==> config.mk <==
export PLATFORM = sky130hd
export DESIGN_NAME = r_alu_seq
export DESIGN_NICKNAME = d
export VERILOG_FILES = /design/src/rtl/r_alu_seq.sv
export SDC_FILE = /design/constraint.sdc
export NUM_CORES = 2
export LEC_CHECK = 0
export BUFFER_PORTS_ARGS = -buffer_cell sky130_fd_sc_hd__buf_2
export CAP_MARGIN = 20
export CORE_MARGIN = 2
export CORE_UTILIZATION = 23
export DETAILED_ROUTE_END_ITERATION = 8
export SLEW_MARGIN = 20
export SYNTH_ARGS = -nofsm -noshare
export SYNTH_HDL_FRONTEND = slang
export SYNTH_SLANG_ARGS = --single-unit
==> constraint.sdc <==
create_clock -name clk -period 4.2 [get_ports clk]
set_clock_uncertainty 0.2 [all_clocks]
set_input_delay 0.42 -clock clk [delete_from_list [all_inputs] [get_ports clk]]
set_output_delay 0.42 -clock clk [all_outputs]
set_load 0.03 [all_outputs]
==> src/rtl/r_alu_seq.sv <==
// rtl/r_alu_seq.sv - R-type execution unit with single-cycle ALU ops and iterative mult/div into HI/LO
//
// Ports:
//   clk       rising-edge clock
//   rst_n     asynchronous active-low reset
//   start     request, sampled only while busy is low
//   inst_reg  instruction word, funct = inst_reg[5:0]
//   alu_i1    rs operand (also variable shift amount source)
//   alu_i2    rt operand (shifted operand for all shifts)
//   shift     shamt for sll/srl/sra
//   alu_out   registered result, held until the next completed op
//   valid     one-cycle pulse qualifying alu_out/ovf/illegal
//   busy      high while a mult/div is iterating
//   ovf       signed overflow for add/sub
//   illegal   unsupported funct
module r_alu_seq #(
  parameter int WIDTH = 32,
  parameter int SHW   = 5
) (
  input  logic             clk,
  input  logic             rst_n,
  input  logic             start,
  input  logic [31:0]      inst_reg,
  input  logic [WIDTH-1:0] alu_i1,
  input  logic [WIDTH-1:0] alu_i2,
  input  logic [SHW-1:0]   shift,
  output logic [WIDTH-1:0] alu_out,
  output logic             valid,
  output logic             busy,
  output logic             ovf,
  output logic             illegal
);

  localparam logic [5:0] F_SLL   = 6'h00;
  localparam logic [5:0] F_SRL   = 6'h02;
  localparam logic [5:0] F_SRA   = 6'h03;
  localparam logic [5:0] F_SLLV  = 6'h04;
  localparam logic [5:0] F_SRLV  = 6'h06;
  localparam logic [5:0] F_SRAV  = 6'h07;
  localparam logic [5:0] F_MFHI  = 6'h10;
  localparam logic [5:0] F_MTHI  = 6'h11;
  localparam logic [5:0] F_MFLO  = 6'h12;
  localparam logic [5:0] F_MTLO  = 6'h13;
  localparam logic [5:0] F_MULT  = 6'h18;
  localparam logic [5:0] F_MULTU = 6'h19;
  localparam logic [5:0] F_DIV   = 6'h1A;
  localparam logic [5:0] F_DIVU  = 6'h1B;
  localparam logic [5:0] F_ADD   = 6'h20;
  localparam logic [5:0] F_ADDU  = 6'h21;
  localparam logic [5:0] F_SUB   = 6'h22;
  localparam logic [5:0] F_SUBU  = 6'h23;
  localparam logic [5:0] F_AND   = 6'h24;
  localparam logic [5:0] F_OR    = 6'h25;
  localparam logic [5:0] F_XOR   = 6'h26;
  localparam logic [5:0] F_NOR   = 6'h27;
  localparam logic [5:0] F_SLT   = 6'h2A;
  localparam logic [5:0] F_SLTU  = 6'h2B;

  localparam logic [SHW-1:0] LAST = SHW'(WIDTH - 1);

  typedef enum logic [1:0] {
    S_IDLE = 2'd0,
    S_ITER = 2'd1,
    S_FIX  = 2'd2
  } state_t;

  // Architectural and output registers
  state_t           state_q;
  logic [SHW-1:0]   count_q;
  logic [WIDTH-1:0] alu_out_q;
  logic [WIDTH-1:0] hi_q;
  logic [WIDTH-1:0] lo_q;
  logic             valid_q;
  logic             busy_q;
  logic             ovf_q;
  logic             illegal_q;

  // Iteration working registers; HI/LO are only touched in FIX
  logic [WIDTH-1:0] opa_q;      // multiplicand magnitude
  logic [WIDTH-1:0] opb_q;      // divisor magnitude
  logic [WIDTH-1:0] acc_hi_q;   // partial product high half / partial remainder
  logic [WIDTH-1:0] acc_lo_q;   // multiplier bits / dividend bits -> quotient
  logic [WIDTH-1:0] raw_a_q;    // unmodified rs, needed for divide-by-zero HI
  logic             is_div_q;
  logic             neg_q;      // negate product or quotient
  logic             rneg_q;     // negate remainder
  logic             dz_q;       // divisor was zero

  logic [5:0]       funct;
  logic             unused_inst;
  logic             is_multi;
  logic             op_signed;
  logic [WIDTH-1:0] mag_a;
  logic [WIDTH-1:0] mag_b;
  logic [WIDTH-1:0] sum;
  logic [WIDTH-1:0] diff;
  logic [SHW-1:0]   vshift;

  logic [WIDTH-1:0] res_d;
  logic [WIDTH-1:0] hi_d;
  logic [WIDTH-1:0] lo_d;
  logic             ovf_d;
  logic             illegal_d;

  logic [WIDTH:0]     mul_sum;
  logic [WIDTH:0]     div_shift;
  logic [WIDTH:0]     div_trial;
  logic               div_ge;
  logic [2*WIDTH-1:0] prod_fix;
  logic [WIDTH-1:0]   quo_fix;
  logic [WIDTH-1:0]   rem_fix;

  assign funct       = inst_reg[5:0];
  assign unused_inst = ^inst_reg[31:6];

  // mult/multu/div/divu are 0x18..0x1B; funct[0]=0 selects the signed flavour
  assign is_multi  = (funct[5:2] == 4'b0110);
  assign op_signed = ~funct[0];
  assign mag_a     = (op_signed && alu_i1[WIDTH-1]) ? -alu_i1 : alu_i1;
  assign mag_b     = (op_signed && alu_i2[WIDTH-1]) ? -alu_i2 : alu_i2;

  assign sum    = alu_i1 + alu_i2;
  assign diff   = alu_i1 - alu_i2;
  assign vshift = alu_i1[SHW-1:0];

  // Shift-add step: add multiplicand when the current multiplier LSB is set,
  // then shift the whole {carry, acc_hi, acc_lo} right by one.
  assign mul_sum = {1'b0, acc_hi_q} + (acc_lo_q[0] ? {1'b0, opa_q} : '0);

  // Restoring step: partial remainder stays below the divisor, so the
  // shifted value fits WIDTH+1 bits and the trial's top bit is its sign.
  assign div_shift = {acc_hi_q, acc_lo_q[WIDTH-1]};
  assign div_trial = div_shift - {1'b0, opb_q};
  assign div_ge    = ~div_trial[WIDTH];

  assign prod_fix = neg_q  ? -{acc_hi_q, acc_lo_q} : {acc_hi_q, acc_lo_q};
  assign quo_fix  = neg_q  ? -acc_lo_q : acc_lo_q;
  assign rem_fix  = rneg_q ? -acc_hi_q : acc_hi_q;

  always_comb begin
    res_d     = '0;
    hi_d      = hi_q;
    lo_d      = lo_q;
    ovf_d     = 1'b0;
    illegal_d = 1'b0;
    case (funct)
      F_ADD: begin
        res_d = sum;
        ovf_d = (alu_i1[WIDTH-1] == alu_i2[WIDTH-1]) && (sum[WIDTH-1] != alu_i1[WIDTH-1]);
      end
      F_ADDU: res_d = sum;
      F_SUB: begin
        res_d = diff;
        ovf_d = (alu_i1[WIDTH-1] != alu_i2[WIDTH-1]) && (diff[WIDTH-1] != alu_i1[WIDTH-1]);
      end
      F_SUBU: res_d = diff;
      F_AND:  res_d = alu_i1 & alu_i2;
      F_OR:   res_d = alu_i1 | alu_i2;
      F_XOR:  res_d = alu_i1 ^ alu_i2;
      F_NOR:  res_d = ~(alu_i1 | alu_i2);
      F_SLT:  res_d = {{(WIDTH-1){1'b0}}, ($signed(alu_i1) < $signed(alu_i2))};
      F_SLTU: res_d = {{(WIDTH-1){1'b0}}, (alu_i1 < alu_i2)};
      F_SLL:  res_d = alu_i2 << shift;
      F_SRL:  res_d = alu_i2 >> shift;
      F_SRA:  res_d = $unsigned($signed(alu_i2) >>> shift);
      F_SLLV: res_d = alu_i2 << vshift;
      F_SRLV: res_d = alu_i2 >> vshift;
      F_SRAV: res_d = $unsigned($signed(alu_i2) >>> vshift);
      F_MFHI: res_d = hi_q;
      F_MFLO: res_d = lo_q;
      F_MTHI: hi_d  = alu_i1;
      F_MTLO: lo_d  = alu_i1;
      F_MULT, F_MULTU, F_DIV, F_DIVU: res_d = '0;
      default: illegal_d = 1'b1;
    endcase
  end

  always_ff @(posedge clk or negedge rst_n) begin
    if (!rst_n) begin
      state_q   <= S_IDLE;
      count_q   <= '0;
      alu_out_q <= '0;
      hi_q      <= '0;
      lo_q      <= '0;
      valid_q   <= 1'b0;
      busy_q    <= 1'b0;
      ovf_q     <= 1'b0;
      illegal_q <= 1'b0;
      opa_q     <= '0;
      opb_q     <= '0;
      acc_hi_q  <= '0;
      acc_lo_q  <= '0;
      raw_a_q   <= '0;
      is_div_q  <= 1'b0;
      neg_q     <= 1'b0;
      rneg_q    <= 1'b0;
      dz_q      <= 1'b0;
    end else begin
      valid_q <= 1'b0;
      case (state_q)
        S_IDLE: begin
          if (start) begin
            if (is_multi) begin
              state_q  <= S_ITER;
              busy_q   <= 1'b1;
              count_q  <= '0;
              opa_q    <= mag_a;
              opb_q    <= mag_b;
              raw_a_q  <= alu_i1;
              acc_hi_q <= '0;
              acc_lo_q <= funct[1] ? mag_a : mag_b;
              is_div_q <= funct[1];
              neg_q    <= op_signed & (alu_i1[WIDTH-1] ^ alu_i2[WIDTH-1]);
              rneg_q   <= op_signed & alu_i1[WIDTH-1];
              dz_q     <= (alu_i2 == '0);
            end else begin
              alu_out_q <= res_d;
              ovf_q     <= ovf_d;
              illegal_q <= illegal_d;
              hi_q      <= hi_d;
              lo_q      <= lo_d;
              valid_q   <= 1'b1;
            end
          end
        end
        S_ITER: begin
          if (is_div_q) begin
            acc_hi_q <= div_ge ? div_trial[WIDTH-1:0] : div_shift[WIDTH-1:0];
            acc_lo_q <= {acc_lo_q[WIDTH-2:0], div_ge};
          end else begin
            acc_hi_q <= mul_sum[WIDTH:1];
            acc_lo_q <= {mul_sum[0], acc_lo_q[WIDTH-1:1]};
          end
          count_q <= count_q + SHW'(1);
          if (count_q == LAST) begin
            state_q <= S_FIX;
            count_q <= '0;
          end
        end
        S_FIX: begin
          if (!is_div_q) begin
            {hi_q, lo_q} <= prod_fix;
          end else if (dz_q) begin
            lo_q <= '1;
            hi_q <= raw_a_q;
          end else begin
            lo_q <= quo_fix;
            hi_q <= rem_fix;
          end
          alu_out_q <= '0;
          ovf_q     <= 1'b0;
          illegal_q <= 1'b0;
          valid_q   <= 1'b1;
          busy_q    <= 1'b0;
          state_q   <= S_IDLE;
        end
        default: begin
          state_q <= S_IDLE;
          busy_q  <= 1'b0;
        end
      endcase
    end
  end

  assign alu_out = alu_out_q;
  assign valid   = valid_q;
  assign busy    = busy_q;
  assign ovf     = ovf_q;
  assign illegal = illegal_q;

endmodule

==> out/results.ini <==
[worst_setup_path]
crit_end = acc_hi_q[18]
reg2reg_to = acc_hi_q[18]
cp.required_ns = 4.47
crit_path_end_kind = register
critical_path_depth = 12
regToRegSetupSlack_ns = 0.22
crit_path_top_delay_cell = dfrtp_2
crit_type = reg2reg
cp_slowest_stage_delay_ns = 0.50
r2r_start = acc_lo_q[0]
cp_cell_sequence = and2_1 -> ha_1 -> a211oi_1 -> o21ai_0 -> o211ai_1 -> nand3b_1 -> a31o_2 -> a311o_1 -> a21o_1 -> a21oi_1 -> xnor2_1 -> a221o_1
crit_start = acc_lo_q[0]
cp_max_fo = 14
crit_buf_inv = 0
crit_family = compound AO/OA/AOI/OAI gates
worstSetupStartpointType = register
reg2reg_depth = 12
critPathArrivalTime_ns = 4.25

[logic_synthesis]
yosysSeqAreaShare = 0.223
ys_ff_latch = 270
yosys.area.top_type = dfrtp_1
synth_top_area_frac = 0.223
ys_types = 98
syn_nets = 4226
syn-cell-area_um2 = 30300
ys_top_cells_by_area = dfrtp_1, ha_1, mux2i_1
syn_avg_cell_area_um2 = 7.69
ys_warn_count = 0
synth-edff-count = 0
synthArstFlopShare = 1.00
ys.flop_type = dfrtp_1
synthCells = 3936

[die]
die_area_um2 = 135000
initial_core_util = 0.231
die_x_um = 367
die_h_um = 367
num_rows = 133
io_pins = 140
core_um2 = 131000

[timing]
setup_viol = 0
worst_pin_slew_ns = 1.15
fin_setup_tns_ns = 0
hold_viol = 0
max_freq_mhz = 251
timing.hold.ws_ns = 0.0225
relSlewSlack = 0.233
slew_viol_final = 0
min_period_over_period = 0.947
min_period_ns = 3.98
final.setup.worst_slack_ns = 0.222
rsz0062_at_grt = no

[power]
internal_power_mw = 9.69
swShare = 0.473
power.total_mw = 18.4
power_density_nw_per_um2 = 510
seqPwrFrac = 0.244
power.leakage_nw = 15.2
comb_power_share = 0.576
ir_drop_mv = 0.472
switchingPower_mw = 8.70
clkPwrFrac = 0.180

[route]
drt_iter0_markers = 4313
drtPass1Iterations = 6
via_per_inst = 5.54
post-route-drc-count = 0
routedWlPerCell_um = 24.4
drt-total-wl_mm = 144
ant_nets = 0
routed-via-count = 32800

[final_layout]
multi_input_area_um2 = 21800
regArea_um2 = 6760
final_common_cell = nand2_1
fin_cells = 5915
layout.nets = 4418
drive_gt1_frac = 0.160
fillerInstances = 14300
layout.cells.most_common_list = nand2_1, o21ai_0, buf_4
syn2layout_area_growth_pct = 19.1

[place]
dp_hpwl_mm = 115
place.gp.congestion = 1.04
dp.cells = 5844
port_buffers = 113
post-place-ws_ns = 0.0363

[cts]
cts_tree = done
root_buffer = clkbuf_16
cts_sinks = 270
cts_buffers = 36
ctsLongestPathBuffers = 3
htreeDepth = 2
path_clk_slew_ns = 0.06
clk_latency_ns = 0.59

[global_routing]
grt_pass1_vias = 31000
antenna_found_initial = 18
grt.total_usage = 0.207
grt_max_degree = 90
gr-total-overflow = 0
grt_pass1_wl_mm = 211

[run_status]
status = finished clean

[hold_path]
hp-class = in2reg

[flow_run]
drv_cap = 0

stage by stage:
step	instance area (µm²)	util
final	36100	0.275
after global routing	36000	0.275
after CTS	36000	0.275
after detailed placement	34800	0.266
after global placement	34800	0.266
after floorplan	30300	-
Yosys cell counts, types with 62 or more instances:
cell	n
a211oi_1	125
a21o_1	67
a21oi_1	315
a31oi_1	62
clkbuf_1	258
dfrtp_1	270
ha_1	182
inv_1	141
mux2i_1	185
nand2_1	471
nand3_1	75
nor2_1	265
nor3_1	80
o21ai_0	360
xnor2_1	158
xor2_1	66
final cells by class:
| class | instances | area share |
|---|---|---|
| timing repair buffer | 478 | 0.0985 |
| multi-input combinational | 3195 | 0.603 |
| antenna | 5 | 0.000347 |
| clock buffer | 47 | 0.0278 |
| sequential | 270 | 0.188 |
| inverter | 147 | 0.0153 |
| tap | 1755 | 0.0609 |
| clock inverter | 18 | 0.00632 |
cells by family after synthesis:
family / share of synthesized area
multiplexers: 0.102
AND/OR/NAND/NOR: 0.179
flip-flops: 0.223
buffers and inverters: 0.0625
adder cells (fa/ha/maj): 0.0779
AO/OA/AOI/OAI: 0.291
XOR/XNOR: 0.0648
worst min-delay path by stage:
stage | start | slack (ns) | cells past startpoint | endpoint
floorplan | rst_n | -0.08 | 0 | acc_hi_q[0]
global placement | opa_q[9] | 0.26 | 2 | opa_q[9]
detailed placement | opa_q[9] | 0.26 | 2 | opa_q[9]
CTS | alu_i1[18] | 0.01 | 3 | raw_a_q[18]
global route | alu_i1[8] | 0.05 | 3 | raw_a_q[8]
finish | alu_i1[18] | 0.02 | 3 | raw_a_q[18]
power by group through the flow:
stage / combinational [mW] / sequential, mW / clock (mW)
5_1_grt: 11.6 / 4.61 / 3.42
3_3_place_gp: 10.2 / 4.50 / 0
4_1_cts: 10.4 / 4.48 / 3.34
3_5_place_dp: 10.3 / 4.52 / 0
2_1_floorplan: 7.44 / 4.09 / 0
6_report: 10.6 / 4.49 / 3.30
layer usage:
layer	part of all wire	global-route usage	wire length [µm]	up-vias
li1	-	-	-	14800
met1	0.40	0.265	57800	15700
met2	0.43	0.312	61500	1820
met3	0.098	0.0487	14200	428
met4	0.074	0.129	10600	24
met5	0.0015	0.00392	211	-
registers in the layout (all words and copies together), names as in the netlist:
register / flops
acc_hi_q: 32
acc_lo_q: 32
alu_out: 32
busy: 1
count_q: 5
dz_q: 1
hi_q: 32
illegal: 1
is_div_q: 1
lo_q: 32
neg_q: 1
opa_q: 32
opb_q: 32
ovf: 1
raw_a_q: 31
rneg_q: 1
state_q: 2
valid: 1
worst register-to-register path, stage by stage, from the launching register on:
cell	delay [ns]
dfrtp_2	0.50
and2_1	0.21
ha_1	0.30
a211oi_1	0.26
o21ai_0	0.30
o211ai_1	0.31
nand3b_1	0.24
a31o_2	0.37
a311o_1	0.40
a21o_1	0.19
a21oi_1	0.17
xnor2_1	0.08
a221o_1	0.32
timing repair:
item                                    4_1_cts  5_1_grt
hold buffers                                  1        0
resized for setup                             0        4
endpoints found under the setup margin        0       17
buffers inserted                              0        0
hold endpoints to repair                     86        0
(Power assumes the default switching activity.)
